**src/rtl/gayle_sector_xfer.sv**
```systemverilog
// Sector-transfer sequencer for the Gayle IDE data port: steers CPU/host word strobes onto
// gayle_fifo, counts 256-word sectors and produces ATA BSY/DRQ status plus the completion irq.
module gayle_sector_xfer (
    input  logic       clk,
    input  logic       clk7_en,
    input  logic       reset,
    input  logic       cmd_start,
    input  logic       cmd_dir,
    input  logic [7:0] cmd_sectors,
    input  logic       abort,
    input  logic       irq_ack,
    input  logic       cpu_rd,
    input  logic       cpu_wr,
    input  logic       hst_rd,
    input  logic       hst_wr,
    input  logic       fifo_full,
    input  logic       fifo_empty,
    input  logic       fifo_last_in,
    input  logic       fifo_last_out,
    output logic       fifo_rd,
    output logic       fifo_wr,
    output logic       fifo_clr,
    output logic       bsy,
    output logic       drq,
    output logic       irq,
    output logic       hst_req,
    output logic [8:0] sectors_left
);

    typedef enum logic [2:0] {
        StIdle,
        StHwait,
        StCxfer,
        StCheck,
        StHdrain
    } state_e;

    state_e     state_q, state_d;
    logic       dir_q, dir_d;
    logic [8:0] left_q, left_d;
    logic       irq_q, irq_d;
    logic       clr_q, clr_d;
    logic       bsy_q, drq_q, hreq_q;
    logic       irq_set;
    logic       left_dec;

    // Strobes are routed by the latched direction; anything outside the owning state is dropped.
    always_comb begin
        fifo_rd = 1'b0;
        fifo_wr = 1'b0;
        if (clk7_en) begin
            if (dir_q) begin
                fifo_wr = hst_wr && (state_q == StHwait);
                fifo_rd = cpu_rd && (state_q == StCxfer);
            end else begin
                fifo_wr = cpu_wr && (state_q == StCxfer);
                fifo_rd = hst_rd && (state_q == StHdrain);
            end
        end
    end

    always_comb begin
        state_d  = state_q;
        dir_d    = dir_q;
        left_d   = left_q;
        irq_d    = irq_q;
        clr_d    = 1'b0;
        irq_set  = 1'b0;
        left_dec = 1'b0;

        case (state_q)
            StHwait: begin
                if (fifo_full) begin
                    state_d = StCxfer;
                    irq_set = 1'b1;
                end
            end
            StCxfer: begin
                if (dir_q) begin
                    if (fifo_rd && fifo_last_out) begin
                        left_dec = 1'b1;
                        state_d  = StCheck;
                    end
                end else if (fifo_wr && fifo_last_in) begin
                    state_d = StHdrain;
                end
            end
            StCheck: begin
                // One idle cycle so fifo_full reflects the words left after the sector boundary.
                if (left_q == 9'd0) begin
                    state_d = StIdle;
                end else if (fifo_full) begin
                    state_d = StCxfer;
                    irq_set = 1'b1;
                end else begin
                    state_d = StHwait;
                end
            end
            StHdrain: begin
                if (fifo_empty) begin
                    left_dec = 1'b1;
                    irq_set  = 1'b1;
                    state_d  = (left_q <= 9'd1) ? StIdle : StCxfer;
                end
            end
            default: ;
        endcase

        if (left_dec && (left_q != 9'd0)) begin
            left_d = left_q - 9'd1;
        end

        if (irq_set) begin
            irq_d = 1'b1;
        end else if (irq_ack) begin
            irq_d = 1'b0;
        end

        if (abort) begin
            state_d = StIdle;
            left_d  = 9'd0;
            irq_d   = 1'b0;
            clr_d   = 1'b1;
        end else if (cmd_start) begin
            state_d = cmd_dir ? StHwait : StCxfer;
            dir_d   = cmd_dir;
            left_d  = {cmd_sectors == 8'd0, cmd_sectors};
            irq_d   = 1'b0;
            clr_d   = 1'b1;
        end
    end

    // Status flops are loaded from the next state so they always match state_q.
    always_ff @(posedge clk) begin
        if (clk7_en) begin
            if (reset) begin
                state_q <= StIdle;
                dir_q   <= 1'b0;
                left_q  <= 9'd0;
                irq_q   <= 1'b0;
                clr_q   <= 1'b0;
                bsy_q   <= 1'b0;
                drq_q   <= 1'b0;
                hreq_q  <= 1'b0;
            end else begin
                state_q <= state_d;
                dir_q   <= dir_d;
                left_q  <= left_d;
                irq_q   <= irq_d;
                clr_q   <= clr_d;
                bsy_q   <= (state_d == StHwait) || (state_d == StCheck) || (state_d == StHdrain);
                drq_q   <= (state_d == StCxfer);
                hreq_q  <= (state_d == StHwait) || (state_d == StHdrain);
            end
        end
    end

    assign fifo_clr     = clr_q;
    assign bsy          = bsy_q;
    assign drq          = drq_q;
    assign irq          = irq_q;
    assign hst_req      = hreq_q;
    assign sectors_left = left_q;

endmodule
```
**config.mk**
```make
export PLATFORM = sky130hd
export DESIGN_NAME = gayle_sector_xfer
export DESIGN_NICKNAME = d
export VERILOG_FILES = /design/src/rtl/gayle_sector_xfer.sv
export SDC_FILE = /design/constraint.sdc
export NUM_CORES = 1
export LEC_CHECK = 0
export ABC_AREA = 1
export BUFFER_PORTS_ARGS = -buffer_cell sky130_fd_sc_hd__clkbuf_2
export CAP_MARGIN = 25
export CORE_ASPECT_RATIO = 1.4
export CORE_MARGIN = 2
export CORE_UTILIZATION = 44
export CTS_CLUSTER_SIZE = 16
export DETAILED_ROUTE_END_ITERATION = 16
export PLACE_DENSITY = 0.8
export RECOVER_POWER = 25
export SYNTH_ARGS = -nofsm -noshare
export SYNTH_HDL_FRONTEND = slang
export SYNTH_SLANG_ARGS = --single-unit
export TNS_END_PERCENT = 5
```
**constraint.sdc**
```tcl
create_clock -name clk -period 6 [get_ports clk]
set_input_delay 1.2 -clock clk [delete_from_list [all_inputs] [get_ports clk]]
set_output_delay 1.2 -clock clk [all_outputs]
set_load 0.05 [all_outputs]
```
### Word level (Yosys, flattened, before mapping)

Cells that the tools add are included.

* bits of input ports: 23
* flip-flop bits (word level): 18
* word-level logic and storage cells: 71

* mux-type cells: 31
* reduce and logical (&&, ||, !) cells: 21
* $lt $le $gt $ge: 1
* equal/unequal tests: 9
* add/subtract/negate cells: 1

Operators with widths (number)
* 3-bit 2-to-1 mux: 7
* 9-bit 2-to-1 mux: 2
* 1-bit 2-to-1 mux: 15
* 3-bit by 2-bit equality test with 1-bit output (second input constant): 4
* 3-bit case mux with 4 select lines: 1
* 9-bit by 1-bit <= comparator with 1-bit output (second input constant): 1
* 9-bit zero test: 1
* 9-bit nonzero test: 1
* 9-bit by 1-bit subtractor with 9-bit output (second input constant): 1
* 8-bit zero test: 1
* 2-bit 2-to-1 mux: 4
* 1-bit logical AND: 7
* 3-bit by 1-bit equality test with 1-bit output (second input constant): 2
* 3-bit equality test (second input constant): 2
* 5-bit nonzero test: 1
* 2-bit AND reduction: 2
* 4-bit nonzero test: 1
* 1-bit logical OR: 3
* 1-bit case mux with 3 select lines: 1
* 3-bit AND reduction: 1
* 3-bit OR reduction: 1
* 2-bit != test (second input constant): 1
* 1-bit case mux with 2 select lines: 1
* 2-bit nonzero test: 1
* 2-bit OR reduction: 1

### Longest topological paths before layout

Gate-level depths: netlist of the first run.

* word-level depth: 13
* gate-level depth with buffers: 12

### Least setup slack after synthesis of the first run

OpenSTA, ideal clock, no wires.

* path type: in2out
* start point: input port cpu_rd
* end point: output port fifo_rd
* buffers on the path: 0
* arrival time: 2.123 ns
* path slack: 2.677 ns
* cell stages on the path: 4
* required time: 4.800 ns
* path through: nand2_1 nand2_2 nand2_1 a21oi_1

* longest elaborated chain between the ends: 3

Ends and longest elaborated chain
* start: declaration: line 12 `input logic cpu_rd,`
* 1-bit logical AND: line 54 `fifo_rd = cpu_rd && (state_q == StCxfer);`
* 1-bit 2-to-1 mux: line 52 `if (dir_q) begin`
* 1-bit 2-to-1 mux: line 51 `if (clk7_en) begin`
* end: declaration: line 20 `output logic fifo_rd,`

No other way between the ends.

### Worst setup path after layout of the first run

* start point: input port clk7_en
* end point: output port fifo_wr

* longest elaborated chain between the ends: 1

Ends and longest elaborated chain
* start: declaration: line 5 `input logic clk7_en,`
* 1-bit 2-to-1 mux: line 51
* end: declaration: line 21 `output logic fifo_wr,`

No other way between the ends.

==> metrics.md, run 1 <==
| Metric | Value |
|---|---|
| Status | `finished clean` |
| Final Wtd Congestion | `0.801` |
| Synth Flop Type | `edfxtp_1` |
| Placed cell area | `1490 um^2` |
| Die area | `3300 um^2` |
| Chip Width | `49.1 um` |
| Switching share of power | `0.354` |
| Pleak | `0.772 nW` |
| Setup_tns | `0 ns` |
| Combinational family with the most area after synthesis | `simple AND/OR/NAND/NOR gates` |
| Seq/Total Area, Yosys | `0.431` |
| Required @ worst endpoint | `4.80 ns` |
| TritonCTS clock tree | `yes` |
| FF+latch count, synth | `18` |
| Worst EP arrival | `2.26 ns` |
| Drt total wl | `2920 um` |
| Antenna diode count | `0` |
| Die H | `67.2 um` |
| Worst Hold End | `sectors_left[0]$_SDFFCE_PP0P_` |
| Sequential share of power | `0.512` |
| Syn. warnings | `0` |
| Wire per inst | `12.0 um` |
| Post-synth EDFFs | `18` |
| Initial DRC count | `21` |
| Reg2Reg Depth | `8` |
| Post-layout minimum cycle time | `3.46 ns` |
| Least-Margin Pin Slew | `0.937 ns` |
| # hold bufs at CTS | `0` |
| Critical path's slowest cell | `clkbuf_1` |
| Total gr overflow | `0` |
| Worst-case clock buffer depth | `2` |
| Initial antenna violation count | `0` |
| Via count | `1,236` |
| Synthesized area | `1250 um^2` |
| # IOs | `39` |
| RSZ-0062 raised after global routing | `false` |
| Pwr Total | `0.304 mW` |
| Internal power | `0.196 mW` |
| Post-CTS setup buffer count | `0` |
| Cell variety after synth | `26` |
| Comb power frac | `0.280` |
| Setup crit end kind | `primary output` |
| Most common cell after layout, fill and taps aside | `clkbuf_2` |
| CTS Root Cell | `clkbuf_4` |
| Worst-path maximum fanout | `13` |
| Clock net sink count | `18` |
| GRT Util Overall | `0.199` |
| Hold Crit Start | `sectors_left[0]$_SDFFCE_PP0P_` |
| CP Launch Type | `input pin` |
| Hold Path Class | `flip-flop to flip-flop` |
| Critical path class | `input pin to primary output` |
| Async SR Flop Fraction | `0` |
| Largest net degree at the start of global routing | `16` |
| Final hold vios | `0` |
| Port Buf Inserts | `38` |
| Peak Freq | `0.289 GHz` |
| Initial Util | `0.470` |
| Num CTS Buffers | `3` |
| Post_cts resized | `0` |
| Design area | `1510 um^2` |
| Htree depth | `1` |
| Layout cell share with drive strength beyond 1 | `0.216` |
| Synth Area in Simple Gates | `0.313` |
| Maxcap violations | `0` |
| CP peak stage delay | `0.47 ns` |
| Final setup fails | `0` |
| Slew Viols, Final | `0` |
| Clock network power share | `0.208` |
| Post-Synth Adder-Cell Area | `0.0299` |
| Drt pass-1 iters | `4` |
| Total Nets Final | `235` |
| Worst reg2reg startpoint | `state_q[2]$_SDFFCE_PP0P_` |
| Peak VDD IR | `0.000105 V` |
| Most frequent cells in the layout | `clkbuf_2, inv_1, nand2_1, nor2_1, edfxtp_1` |
| Vias in the first global route | `1,181` |
| XOR/XNOR share of the synthesized area | `0.00699` |
| Core area | `2670 um^2` |
| Clock Latency Late Sink | `0.30 ns` |
| Final ANT Viol Nets | `0` |
| Mean Syn Cell Area | `7.51 um^2` |
| Hold path cells | `1` |
| First-pass GRT wire length | `5040 um` |
| Syn Inst Count | `167` |
| Drt drc | `0` |
| Post-synthesis mux area share | `0` |
| Fraction of the mapped netlist area in compound gates | `0.126` |
| Max-slew headroom | `0.375` |
| Worst-path clk slew | `0.11 ns` |
| Power per Cell Area | `202 nW/um^2` |
| Fin crit share | `0.576` |
| Cell Chain, Critical Path | `clkbuf_1 > o21ai_0 > nor2_1 > clkbuf_2` |
| R2r setup slk | `3.64 ns` |
| Area grow syn2layout | `20.3%` |
| RR Endpoint | `sectors_left[6]$_SDFFCE_PP0P_` |
| Number of vias per cell | `5.07` |
| Core Rows | `22` |
| Net Sw Power | `0.108 mW` |
| Worst Skew | `0.00791 ns` |
| DP HPWL | `2330 um` |
| Synth Net Count | `193` |
==> cells in the mapped netlist (3+ instances only) <==
library cell,instances,share of area
a21oi_1,8,0.032
a31oi_1,3,0.015
edfxtp_1,18,0.43
ha_1,3,0.030
inv_1,30,0.090
nand2_1,30,0.090
nand3_1,12,0.048
nand3_2,3,0.024
nand4_1,3,0.015
nor2_1,30,0.090
o21ai_0,9,0.036
==> cells by family after synthesis <==
logic type	Yosys count
adder cells (fa/ha/maj)	3
flip-flops	18
AO/OA/AOI/OAI	27
AND/OR/NAND/NOR	87
XOR/XNOR	1
buffers and inverters	31
==> worst max path at each step <==
stage	from	endpoint	slack, ns	cells past startpoint
global route	clk7_en	fifo_wr	2.38	4
floorplan	cpu_rd	fifo_rd	2.68	4
global placement	clk7_en	fifo_wr	2.84	4
finish	clk7_en	fifo_wr	2.54	4
CTS	clk7_en	fifo_wr	2.82	4
detailed placement	clk7_en	fifo_wr	2.82	4
==> power by group through the flow <==
stage | registers, mW | clock network (mW) | logic [mW]
floorplan | 0.179 | 0 | 0.0390
global placement | 0.158 | 0 | 0.0841
detailed placement | 0.159 | 0 | 0.0852
CTS | 0.156 | 0.0646 | 0.0856
global route | 0.157 | 0.0693 | 0.0944
finish | 0.156 | 0.0634 | 0.0851
==> sequential cells by signal (all words and copies together) (netlist names) <==
signal,count
sectors_left,9
fifo_clr,1
drq,1
state_q,3
bsy,1
hst_req,1
dir_q,1
irq,1
==> per-stage QoR <==
step / hold slack [ns] / utilization / cells / setup slack, ns
finish: 0.698 / 0.565 / 244 / 2.54
global route: 0.737 / 0.565 / 244 / 2.38
floorplan: 0.754 / - / 167 / 2.68
detailed placement: 0.685 / 0.556 / 240 / 2.82
CTS: 0.704 / 0.566 / 244 / 2.82
global placement: 0.672 / 0.556 / 240 / 2.84
==> metal layers <==
| layer | track usage | up-vias | part of all wire |
|---|---|---|---|
| met4 | 0.0750 | 0 | 0.011 |
| met1 | 0.240 | 556 | 0.44 |
| li1 | - | 638 | - |
| met3 | 0.0221 | 4 | 0.048 |
| met5 | 0 | - | 0 |
| met2 | 0.363 | 38 | 0.50 |
==> layout make-up <==
cell class	count	area [um^2]
multi-input combinational	118	597
sequential	18	541
fill	284	1160
inverter	30	113
timing repair buffer	38	186
clock inverter	1	3.75
clock buffer	3	22.5
tap	36	45.0
==> critical path, delay by kind of cell <==
kind	cells	cell delay [ns]
and+or+nand+nor	1	0.12
AOI/OAI and AO/OA	1	0.18
buffers and inverters	2	0.75
(Power assumes the default switching activity.)
==> run 2: changes to the inputs <==
PLACE_DENSITY = 0.83   (was 0.8)
clock period = 2.8 ns   (was 6 ns; I/O delays follow)
==> run 2 against run 1 <==
  * Final area is 0.50% higher
  * Sequential cell count stayed put
  * Global-route usage is 2.5 points lower
  * Cell count is 0.41% higher
  * Clock power is 110% higher
  * Critical path depth is 4 higher
  * Worst hold slack worse by 0.13 ns
  * Clock skew is 0.0045 ns lower
  * Utilization is 0.28 points higher
==> metrics.md, run 2 (same netlist as run 1, synthesis figures left out) <==
| Metric | Value |
|---|---|
| Clock net sink count | `18 (unchanged)` |
| Drt pass-1 iters | `4 (unchanged)` |
| Power per Cell Area | `428 nW/um^2 (+110%)` |
| Total Nets Final | `236 (+0.43%)` |
| Least-Margin Pin Slew | `0.596 ns (-0.341 ns)` |
| Fin crit share | `0.799` |
| Worst Skew | `0.00341 ns (-0.00450 ns)` |
| DP HPWL | `2200 um (-5.3%)` |
| Drt drc | `0 (unchanged)` |
| Largest net degree at the start of global routing | `16 (unchanged)` |
| Peak Freq | `0.447 GHz` |
| Hold path cells | `3 (+2)` |
| Layout cell share with drive strength beyond 1 | `0.220 (+0.00375)` |
| Setup_tns | `0 ns (unchanged)` |
| Pwr Total | `0.649 mW (+110%)` |
| Num CTS Buffers | `3 (unchanged)` |
| Final ANT Viol Nets | `0 (unchanged)` |
| RR Endpoint | `sectors_left[5]$_SDFFCE_PP0P_` |
| Clock Latency Late Sink | `0.29 ns (about the same)` |
| Required @ worst endpoint | `2.24 ns (-2.56 ns)` |
| Fin util | `0.567 (+0.00281)` |
| Initial Util | `0.470 (unchanged)` |
| Reg2Reg Depth | `9 (+1)` |
| WL met1 | `1040 um (-19%)` |
| Max-slew headroom | `0.603 (+0.227)` |
| CTS Root Cell | `clkbuf_4` |
| Worst-path clk slew | `0.11 ns (about the same)` |
| # IOs | `39 (unchanged)` |
| Vias in the first global route | `1,122 (-5.0%)` |
| Sequential share of power | `0.513 (about the same)` |
| Peak VDD IR | `0.000250 V (+140%)` |
| RSZ-0062 raised after global routing | `false` |
| Drt total wl | `2690 um (-7.6%)` |
| Initial antenna violation count | `0 (unchanged)` |
| Initial DRC count | `31 (+48%)` |
| Clock network power share | `0.208 (about the same)` |
| Top routing layer used | `met4` |
| Htree depth | `1 (unchanged)` |
| Status | `finished clean` |
| Post-layout minimum cycle time | `2.24 ns` |
| Chip Width | `49.1 um (unchanged)` |
| Net Sw Power | `0.227 mW (+110%)` |
| Number of vias per cell | `5.17 (+2.0%)` |
| Area grow syn2layout | `20.9%` |
| Total gr overflow | `0 (unchanged)` |
| Maxcap violations | `0 (unchanged)` |
| Comb power frac | `0.279 (about the same)` |
| Design area | `1520 um^2 (+0.50%)` |
| DR WL met2 | `1410 um (-3.4%)` |
| Met3 WL | `197 um (+40%)` |
| Post_cts resized | `0 (unchanged)` |
| Final hold vios | `0 (unchanged)` |
| CP Launch Type | `flip-flop` |
| Die area | `3300 um^2 (unchanged)` |
| Worst reg2reg startpoint | `state_q[2]$_SDFFCE_PP0P_` |
| Final Wtd Congestion | `0.822 (+2.6%)` |
| Dpl cells | `241 (+0.42%)` |
| GRT Util Overall | `0.174 (-0.0248)` |
| Worst-path maximum fanout | `5 (-8)` |
| TritonCTS clock tree | `yes` |
| Most common cell after layout, fill and taps aside | `clkbuf_2` |
| Antenna diode count | `0 (unchanged)` |
| Non-Filler Instances | `245 (+0.41%)` |
| R2r setup slk | `0.98 ns (-2.66 ns)` |
| Hold Path Class | `input pin to flip-flop` |
| Core Rows | `22 (unchanged)` |
| Internal power | `0.422 mW (+110%)` |
| Worst EP arrival | `1.68 ns (-0.58 ns)` |
| Slew Viols, Final | `0 (unchanged)` |
| Max reg flops | `9 (unchanged)` |
| Post-CTS setup buffer count | `0 (unchanged)` |
| # hold bufs at CTS | `0 (unchanged)` |
| Wire per inst | `11.0 um (-8.0%)` |
| Worst Hold End | `irq$_SDFFCE_PP0P_` |
| Via count | `1,266 (+2.4%)` |
| Pleak | `0.777 nW (+0.63%)` |
| Placed cell area | `1490 um^2 (+0.51%)` |
| First-pass GRT wire length | `4440 um (-12%)` |
| Most frequent cells in the layout | `clkbuf_2, inv_1, nand2_1, nor2_1, edfxtp_1` |
| Core area | `2670 um^2 (unchanged)` |
| Hold Crit Start | `irq_ack` |
| Switching share of power | `0.350 (-0.00430)` |
| Final setup fails | `0 (unchanged)` |
| Die H | `67.2 um (unchanged)` |
| Critical path class | `flip-flop to primary output` |
| Worst-case clock buffer depth | `2 (unchanged)` |
| Port Buf Inserts | `38 (unchanged)` |
| Setup crit end kind | `primary output` |
run 2: layer usage:
layer / GRT usage / vias up
met1: 0.189 / 562
met2: 0.328 / 56
li1: - / 643
met5: 0 / -
met4: 0.0929 / 0
met3: 0.0221 / 5
run 2: worst max-delay path by stage:
stage / start / end / slack (ns) / cells past startpoint
after floorplan: sectors_left[0]$_SDFFCE_PP0P_ / sectors_left[0]$_SDFFCE_PP0P_ / 0.60 / 6
after global placement: clk7_en / fifo_wr / 0.89 / 4
after detailed placement: clk7_en / fifo_wr / 0.88 / 4
after CTS: state_q[2]$_SDFFCE_PP0P_ / fifo_wr / 0.57 / 6
after global routing: state_q[2]$_SDFFCE_PP0P_ / fifo_rd / 0.40 / 8
final: state_q[2]$_SDFFCE_PP0P_ / fifo_rd / 0.56 / 8
run 2: critical path: stages, from the launching register on:
cell      delay [ns]
edfxtp_1        0.46
inv_1           0.12
nand2_1         0.07
nor2_1          0.12
nand2_1         0.08
nand2_2         0.07
nand2_1         0.05
a21oi_1         0.13
clkbuf_2        0.29
run 2: power by group through the flow:
| stage | Combinational [mW] | Sequential (mW) | Clock [mW] |
|---|---|---|---|
| 2_1_floorplan | 0.0835 | 0.383 | 0 |
| 3_3_place_gp | 0.181 | 0.338 | 0 |
| 3_5_place_dp | 0.182 | 0.339 | 0 |
| 4_1_cts | 0.183 | 0.333 | 0.138 |
| 5_1_grt | 0.200 | 0.335 | 0.148 |
| 6_report | 0.181 | 0.333 | 0.135 |
run 2: metrics by stage:
stage,hold WS (ns),setup slack (ns)
3_3_place_gp,0.656,0.895
5_1_grt,0.570,0.397
6_report,0.568,0.562
3_5_place_dp,0.669,0.885
2_1_floorplan,0.672,0.604
4_1_cts,0.569,0.566
run 2: final cells by class:
cell class                 instances  area [um^2]
timing repair buffer              39          194
sequential                        18          541
fill                             271         1150
multi-input combinational        118          597
clock buffer                       3         22.5
clock inverter                     1         3.75
inverter                          30          113
tap                               36         45.0
